===== config.mk =====
export PLATFORM = sky130hd
export DESIGN_NAME = wb_bram_arbiter
export DESIGN_NICKNAME = d
export VERILOG_FILES = /design/src/rtl/wb_bram_arbiter.sv
export SDC_FILE = /design/constraint.sdc
export NUM_CORES = 1
export LEC_CHECK = 0
export ABC_AREA = 0
export BUFFER_PORTS_ARGS = -buffer_cell sky130_fd_sc_hd__buf_2
export CORE_AREA = 3 3 120 122
export CTS_CLUSTER_DIAMETER = 60
export DETAILED_ROUTE_END_ITERATION = 8
export DIE_AREA = 0 0 123 125
export PLACE_DENSITY_LB_ADDON = 0.05
export SLEW_MARGIN = 20
export SYNTH_ARGS = -nofsm -noshare
export SYNTH_HDL_FRONTEND = slang
export SYNTH_SLANG_ARGS = --single-unit
export TNS_END_PERCENT = 5

===== constraint.sdc =====
create_clock -name clk -period 2.95 [get_ports clk]
set_input_delay 0.59 -clock clk [delete_from_list [all_inputs] [get_ports clk]]
set_output_delay 0.59 -clock clk [all_outputs]
set_load 0.05 [all_outputs]

===== src/rtl/wb_bram_arbiter.sv =====
// wb_bram_arbiter: shares one pipelined Wishbone slave between two masters, routing in-order acks via an ID FIFO.
// Define WB_ARB_RR_EN for round-robin arbitration; otherwise m0 has fixed priority.
module wb_bram_arbiter #(
  parameter int ADDR_W = 32,
  parameter int DATA_L = 4,
  parameter int MAX_OUT = 4,
  localparam int DATA_W = DATA_L*8
) (
  input  logic              clk,
  input  logic              rst,
  input  logic              m0_stb,
  input  logic              m1_stb,
  output logic              m0_stall,
  output logic              m1_stall,
  output logic              m0_ack,
  output logic              m1_ack,
  input  logic [ADDR_W-1:0] m0_adr,
  input  logic [ADDR_W-1:0] m1_adr,
  input  logic [DATA_W-1:0] m0_dat_w,
  input  logic [DATA_W-1:0] m1_dat_w,
  output logic [DATA_W-1:0] m0_dat_r,
  output logic [DATA_W-1:0] m1_dat_r,
  input  logic              m0_we,
  input  logic              m1_we,
  input  logic [DATA_L-1:0] m0_sel,
  input  logic [DATA_L-1:0] m1_sel,
  output logic              s_stb,
  input  logic              s_stall,
  input  logic              s_ack,
  output logic [ADDR_W-1:0] s_adr,
  output logic [DATA_W-1:0] s_dat_w,
  output logic              s_we,
  output logic [DATA_L-1:0] s_sel,
  input  logic [DATA_W-1:0] s_dat_r
);
  localparam int PW = $clog2(MAX_OUT);
  localparam int CW = $clog2(MAX_OUT + 1);
  logic [CW-1:0] cnt_q, cnt_d;
  logic [PW-1:0] wp_q, wp_d, rp_q, rp_d;
  logic [MAX_OUT-1:0] ids_q, ids_d;
  logic gnt1, full, issue, ack_v;
`ifdef WB_ARB_RR_EN
  logic last_q, last_d;
  always_comb gnt1 = m1_stb & (!m0_stb | !last_q);
  always_comb last_d = issue ? gnt1 : last_q;
  always_ff @(posedge clk) last_q <= rst ? 1'b1 : last_d;
`else
  always_comb gnt1 = m1_stb & !m0_stb;
`endif
  always_comb begin
    full = cnt_q == CW'(MAX_OUT);
    s_stb = (m0_stb | m1_stb) & !full;
    issue = s_stb & !s_stall;
    ack_v = s_ack & (cnt_q != '0);
    s_adr = gnt1 ? m1_adr : m0_adr;
    s_dat_w = gnt1 ? m1_dat_w : m0_dat_w;
    s_we = gnt1 ? m1_we : m0_we;
    s_sel = gnt1 ? m1_sel : m0_sel;
    m0_stall = m0_stb & (gnt1 | s_stall | full);
    m1_stall = m1_stb & (!gnt1 | s_stall | full);
    m0_ack = ack_v & !ids_q[rp_q];
    m1_ack = ack_v & ids_q[rp_q];
    m0_dat_r = s_dat_r;
    m1_dat_r = s_dat_r;
    ids_d = ids_q;
    if (issue) ids_d[wp_q] = gnt1;
    wp_d = issue ? wp_q + PW'(1) : wp_q;
    rp_d = ack_v ? rp_q + PW'(1) : rp_q;
    cnt_d = cnt_q + CW'(issue) - CW'(ack_v);
  end
  always_ff @(posedge clk) begin
    cnt_q <= rst ? '0 : cnt_d;
    wp_q <= rst ? '0 : wp_d;
    rp_q <= rst ? '0 : rp_d;
    ids_q <= rst ? '0 : ids_d;
  end
endmodule


# --- Word level (Yosys, flattened, before mapping) ---
# Cells that the tools add are included.
word_totals:
  ff_bits: 11
  inputBits: 176
  wordCells: 41
classes:
  n_addsub: 4
  n_lt_le_gt_ge: 3
  eq_ne: 1
  muxes: 9
  bitwise_logic: 13
  reduce_logical: 7
ops:
  columns: ["cell", "count"]
  rows:
  - ["32-bit two-way mux", 2]
  - ["1-bit bitwise AND", 8]
  - ["2-bit by 3-bit < comparator with 1-bit output (second input constant)", 2]
  - ["1-bit zero test", 5]
  - ["1-bit OR", 5]
  - ["2-bit by 1-bit adder with 2-bit output (second input constant)", 2]
  - ["4-bit bitwise mux", 1]
  - ["4-bit two-way mux", 1]
  - ["3-bit by 1-bit adder with 3-bit output", 1]
  - ["3-bit == test (second input constant)", 1]
  - ["1-bit two-way mux", 3]
  - ["3-bit nonzero test", 1]
  - ["3-bit by 1-bit subtractor with 3-bit output", 1]
  - ["1-bit binary-select mux with 2-bit select", 1]
  - ["1-bit demux with 2-bit select", 1]
  - ["2-bit by 1-bit >= comparator with 1-bit output (second input constant)", 1]
  - ["1-bit logical AND", 1]

# --- Logic depth before layout (Yosys ltp) ---
depth:
  word_depth: 6
  ltp_mapped: 10
  depth_no_buf: 9

# --- Worst setup path before layout ---
# OpenSTA, ideal clock, no wires.
synth_timing:
  kind: "input -> register"
  start: "in s_stall"
  end: "reg cnt_q[2]"
  setup_ns: 0.128
  arrival_ns: 2.119
  required_time_ns: 2.822
  path_slack_ns: 0.703
  stages: 9
  path_buffers: 0
  cell_sequence: "o21ba_2 nand2_2 ha_1 inv_1 ha_1 fa_1 xnor2_1 xnor2_1 nor2_1"
synth_via:
  elab_chain_len: 4
synth_rtl:
  columns: ["item", "line_no", "rtl"]
  rows:
  - ["from (decl)", "28", "input logic s_stall,"]
  - ["1-bit zero test", "53", "issue = s_stb & !s_stall;"]
  - ["1-bit bitwise AND", "53", null]
  - ["3-bit by 1-bit adder with 3-bit output", "69", "cnt_d = cnt_q + CW'(issue) - CW'(ack_v);"]
  - ["3-bit by 1-bit subtractor with 3-bit output", "69", null]
  - ["to (signal assigned)", "72", "cnt_q <= rst ? '0 : cnt_d;"]
  - ["to (decl)", "38", "logic [CW-1:0] cnt_q, cnt_d;"]
# No other way between the ends.
# A chain may end at the register's enable or synchronous reset.

# --- Worst setup path after layout ---
layout_timing:
  start: "in m1_stb"
  end: "out s_adr[25]"
layout_via:
  elab_chain_len: 2
layout_rtl:
  columns: ["item", "line_no", "rtl"]
  rows:
  - ["from (decl)", "12", "input logic m1_stb,"]
  - ["1-bit bitwise AND", "48", "always_comb gnt1 = m1_stb & !m0_stb;"]
  - ["32-bit two-way mux", "55", "s_adr = gnt1 ? m1_adr : m0_adr;"]
  - ["to (decl)", "30", "output logic [ADDR_W-1:0] s_adr,"]
# No other way between the ends.

==> key figures <==
Critical path
  • Highest-delay cell along the critical path: mux2_2
  • Max stage delay on crit path: between 0.4 and 0.5 ns
  • Arr. time, crit path: 1.89 ns
  • Reg-to-reg critical path startpoint: cnt_q[1]
  • Max Fanout on Critical Path: 70
  • Critical Path Sink Type: primary output
  • Library cell appearing most often on the critical path: buf_2
  • Register-to-register path setup slack: 0.53 ns
  • Worst Reg2Reg Path Length in Cells: 9
  • Crit-path cells: buf_2 -> nor2b_4 -> buf_12 -> mux2_2 -> buf_2
  • Critical path type: in -> out
  • Worst path required time: roughly 2.4 ns
  • Terminus of the critical flop-to-flop path: cnt_q[2]
  • Launching element type of the critical path: primary input

Placed design
  • PortBufs: 217
  • Gpl congestion: 0.718
  • Cell Count Post-Placement: about 530
  • Half-perimeter wire length after placement: a little under 8000 microns

CTS
  • Hold buffer count at cts: 0
  • CTS tree: done
  • Post-CTS setup buffer count: 0
  • # resized after CTS: 0
  • Clock buffers created by TritonCTS: 3
  • Clock latency on the worst-skew pair: 0.23 ns
  • Clock-pin slew on the worst setup and hold paths: approximately 0.040 ns
  • CTS root buf: clkbuf_16
  • CTS Buffer Depth: 2
  • Clock sink count: 11
  • Number of H-tree levels: 1

Layout
  • Most common cell after layout, fill and taps aside: buf_2
  • Area delta synth->final: 43.8%
  • Share of final-layout standard cells stronger than drive strength 1: between 80 and 90%
  • Diode count: 0
  • Count of non-filler cells in the finished layout: ~530
  • NumNets Final: 541
  • Most frequent cells in the layout: buf_2 (217), mux2_2 (69), dfxtp_1 (11)

Timing
  • Fin crit share: between 80% and 90%
  • Final worst path period need: between 2 and 2.5 ns
  • Maximum clock frequency: just over 400 MHz
  • Clock skew: between 0.001 and 0.0015 ns
  • Setup repair after global routing missed its margin: false
  • Transition time of the tightest slew-check pin: 0.636 ns
  • Final-report setup violation count: 0
  • Final number of hold-violating endpoints: 0
  • Worst hold slack across all endpoints: approximately 0.47 ns
  • Total negative setup slack: 0 ns
  • Fin. max-slew vios: 0
  • Headroom to the max-slew limit: a little under three fifths

Yosys
  • Number of distinct standard cells referenced by the synthesized netlist: 28
  • Flip-flop and latch count after synthesis: 11
  • Synth warn: 0
  • Cell area after synthesis: roughly 2000 sq um
  • Avg Cell Area, Syn: approximately 9.4 sq um
  • Top cell type by total area after synthesis: mux2_2
  • Syn nets: 392
  • Fraction of registers with async set or reset after synthesis: 0%
  • Leading post-synthesis cells by cell area: mux2_2 (40%), buf_4 (27%), dfxtp_1 (11%)
  • Share of the synthesized area in the top cell type: between 30% and 40%
  • Share of synthesized area occupied by flip-flops and latches: between 10% and 20%
  • Number of flops mapped to enable cells by yosys: 0
  • Commonest register cell after synthesis: dfxtp_1
  • Number of instances in the synthesized netlist: 209

Power
  • Combinational group share of total power: 63.4%
  • Sequential cell fraction of total power: between 15 and 20%
  • Net load switching power: roughly 620 uW
  • Leakage Power: between 1 and 1.5 nW
  • Cell-internal power: 650 uW
  • Max IR drop VDD: roughly 0.3 mV
  • Clock share of power: between 10% and 20%
  • Proportion of total power due to net switching: around half
  • Power per cell area: roughly 450 nW/um^2

Route
  • Mean routed wirelength per cell: ~16 microns
  • Length of the first detailed-routing pass in iterations: 2
  • Final routed DRC violation total: 0
  • Residual antenna-violating net count after detailed routing: 0
  • First-iteration detailed-routing DRC count: 34
  • Total wire length: between 8000 and 9000 microns
  • Total via count in the routed design: roughly 2000
  • Via density: ~3.7

Worst hold path
  • Number of cells on the worst hold path: 2
  • Class of the tightest hold or removal check: reg -> reg
  • Start point of the worst min-delay path: ids_q[1]
  • Capture endpoint of the worst hold path: ids_q[1]

Global route
  • Via count of the first global-routing pass: 1962
  • Maximum number of pins on one net before global-route repair: 71
  • Wire length of the first global-routing pass: between 10000 and 15000 microns
  • Antenna violations before repair: 2
  • Overall Global Routing Usage: under 10%
  • Total congestion overflow after global routing: 0

Die
  • I/O pins: around 310
  • Die outline width: about 120 microns
  • Die Y-Extent: approximately 130 microns
  • Area of the die: 15400 sq um
  • Rows: 42
  • Starting utilization of the core area: 14.8%
  • Area of the core region: approximately 13000 sq um

Flow run
  • Max-cap check violation count: 0

Run status
  • Run status: completed
-- worst max-delay path by stage --
stage,start,endpoint
4_1_cts,cnt_q[1],cnt_q[2]
3_3_place_gp,cnt_q[1],cnt_q[2]
5_1_grt,cnt_q[1],cnt_q[2]
3_5_place_dp,m1_stb,s_adr[25]
6_report,m1_stb,s_adr[25]
2_1_floorplan,s_stall,cnt_q[2]
-- cells in the mapped netlist, drive strengths merged (2+ instances only) --
master  number
buf         73
mux2        70
mux2i        4
nor2         8
nand2b       5
ha           6
xor2         2
nor2b        4
nand3        5
xnor2        2
inv          6
dfxtp       11
-- power by group through the flow --
stage | Clock [mW] | Sequential (mW) | Combinational (mW)
finish | 0.243 | 0.221 | 0.803
global route | 0.256 | 0.226 | 0.862
CTS | 0.253 | 0.221 | 0.819
detailed placement | 0 | 0.224 | 0.816
global placement | 0 | 0.225 | 0.823
floorplan | 0 | 0.212 | 0.835
-- metrics by stage --
step           area, sq um  worst slack, ns  util (%)  power, mW
3_5_place_dp          2750            0.472      20.7       1.04
6_report              2830            0.466      21.3       1.27
2_1_floorplan         1970            0.703         -       1.05
5_1_grt               2830            0.351      21.3       1.34
4_1_cts               2830            0.454      21.3       1.29
3_3_place_gp          2750            0.424      20.7       1.05
-- metal layers --
metal	global-route usage, %	vias up	routed length, microns
met2	18.9	124	4420
met4	1.24	4	34
met1	9.96	877	3110
met5	0	-	27
li1	-	946	-
met3	4.16	12	1180
-- final cells by class --
cell class | count | area [sq um]
clock buffers | 4 | 78.8
fillers | 1524 | 10500
inverters | 6 | 22.5
multi-input cells | 118 | 1180
flip-flops and latches | 11 | 220
well taps | 176 | 220
repair buffers | 218 | 1110
-- worst max-delay path: cells and delay by family --
family                 cells  cell delay [ns]
buffers and inverters      3             0.63
and+or+nand+nor            1             0.16
muxes                      1             0.42
-- logic make-up (layout without fill, tap and decap cells) --
logic type,count (synthesis),in the layout,share of synthesized area [%]
muxes,75,75,43.3
buffers and inverters,80,228,29.1
DFF,11,11,11.2
adders and majority gates,7,7,4.83
and+or+nand+nor,25,25,6.81
xor gates and xnor gates,4,4,1.78
AOI/OAI and AO/OA,7,7,2.99
-- state kept, by name (all words and copies together) (netlist names) --
name and cells:
rp_q 2, cnt_q 3, wp_q 2, ids_q 4
Note: power is estimated with default switching activity, not from simulation.
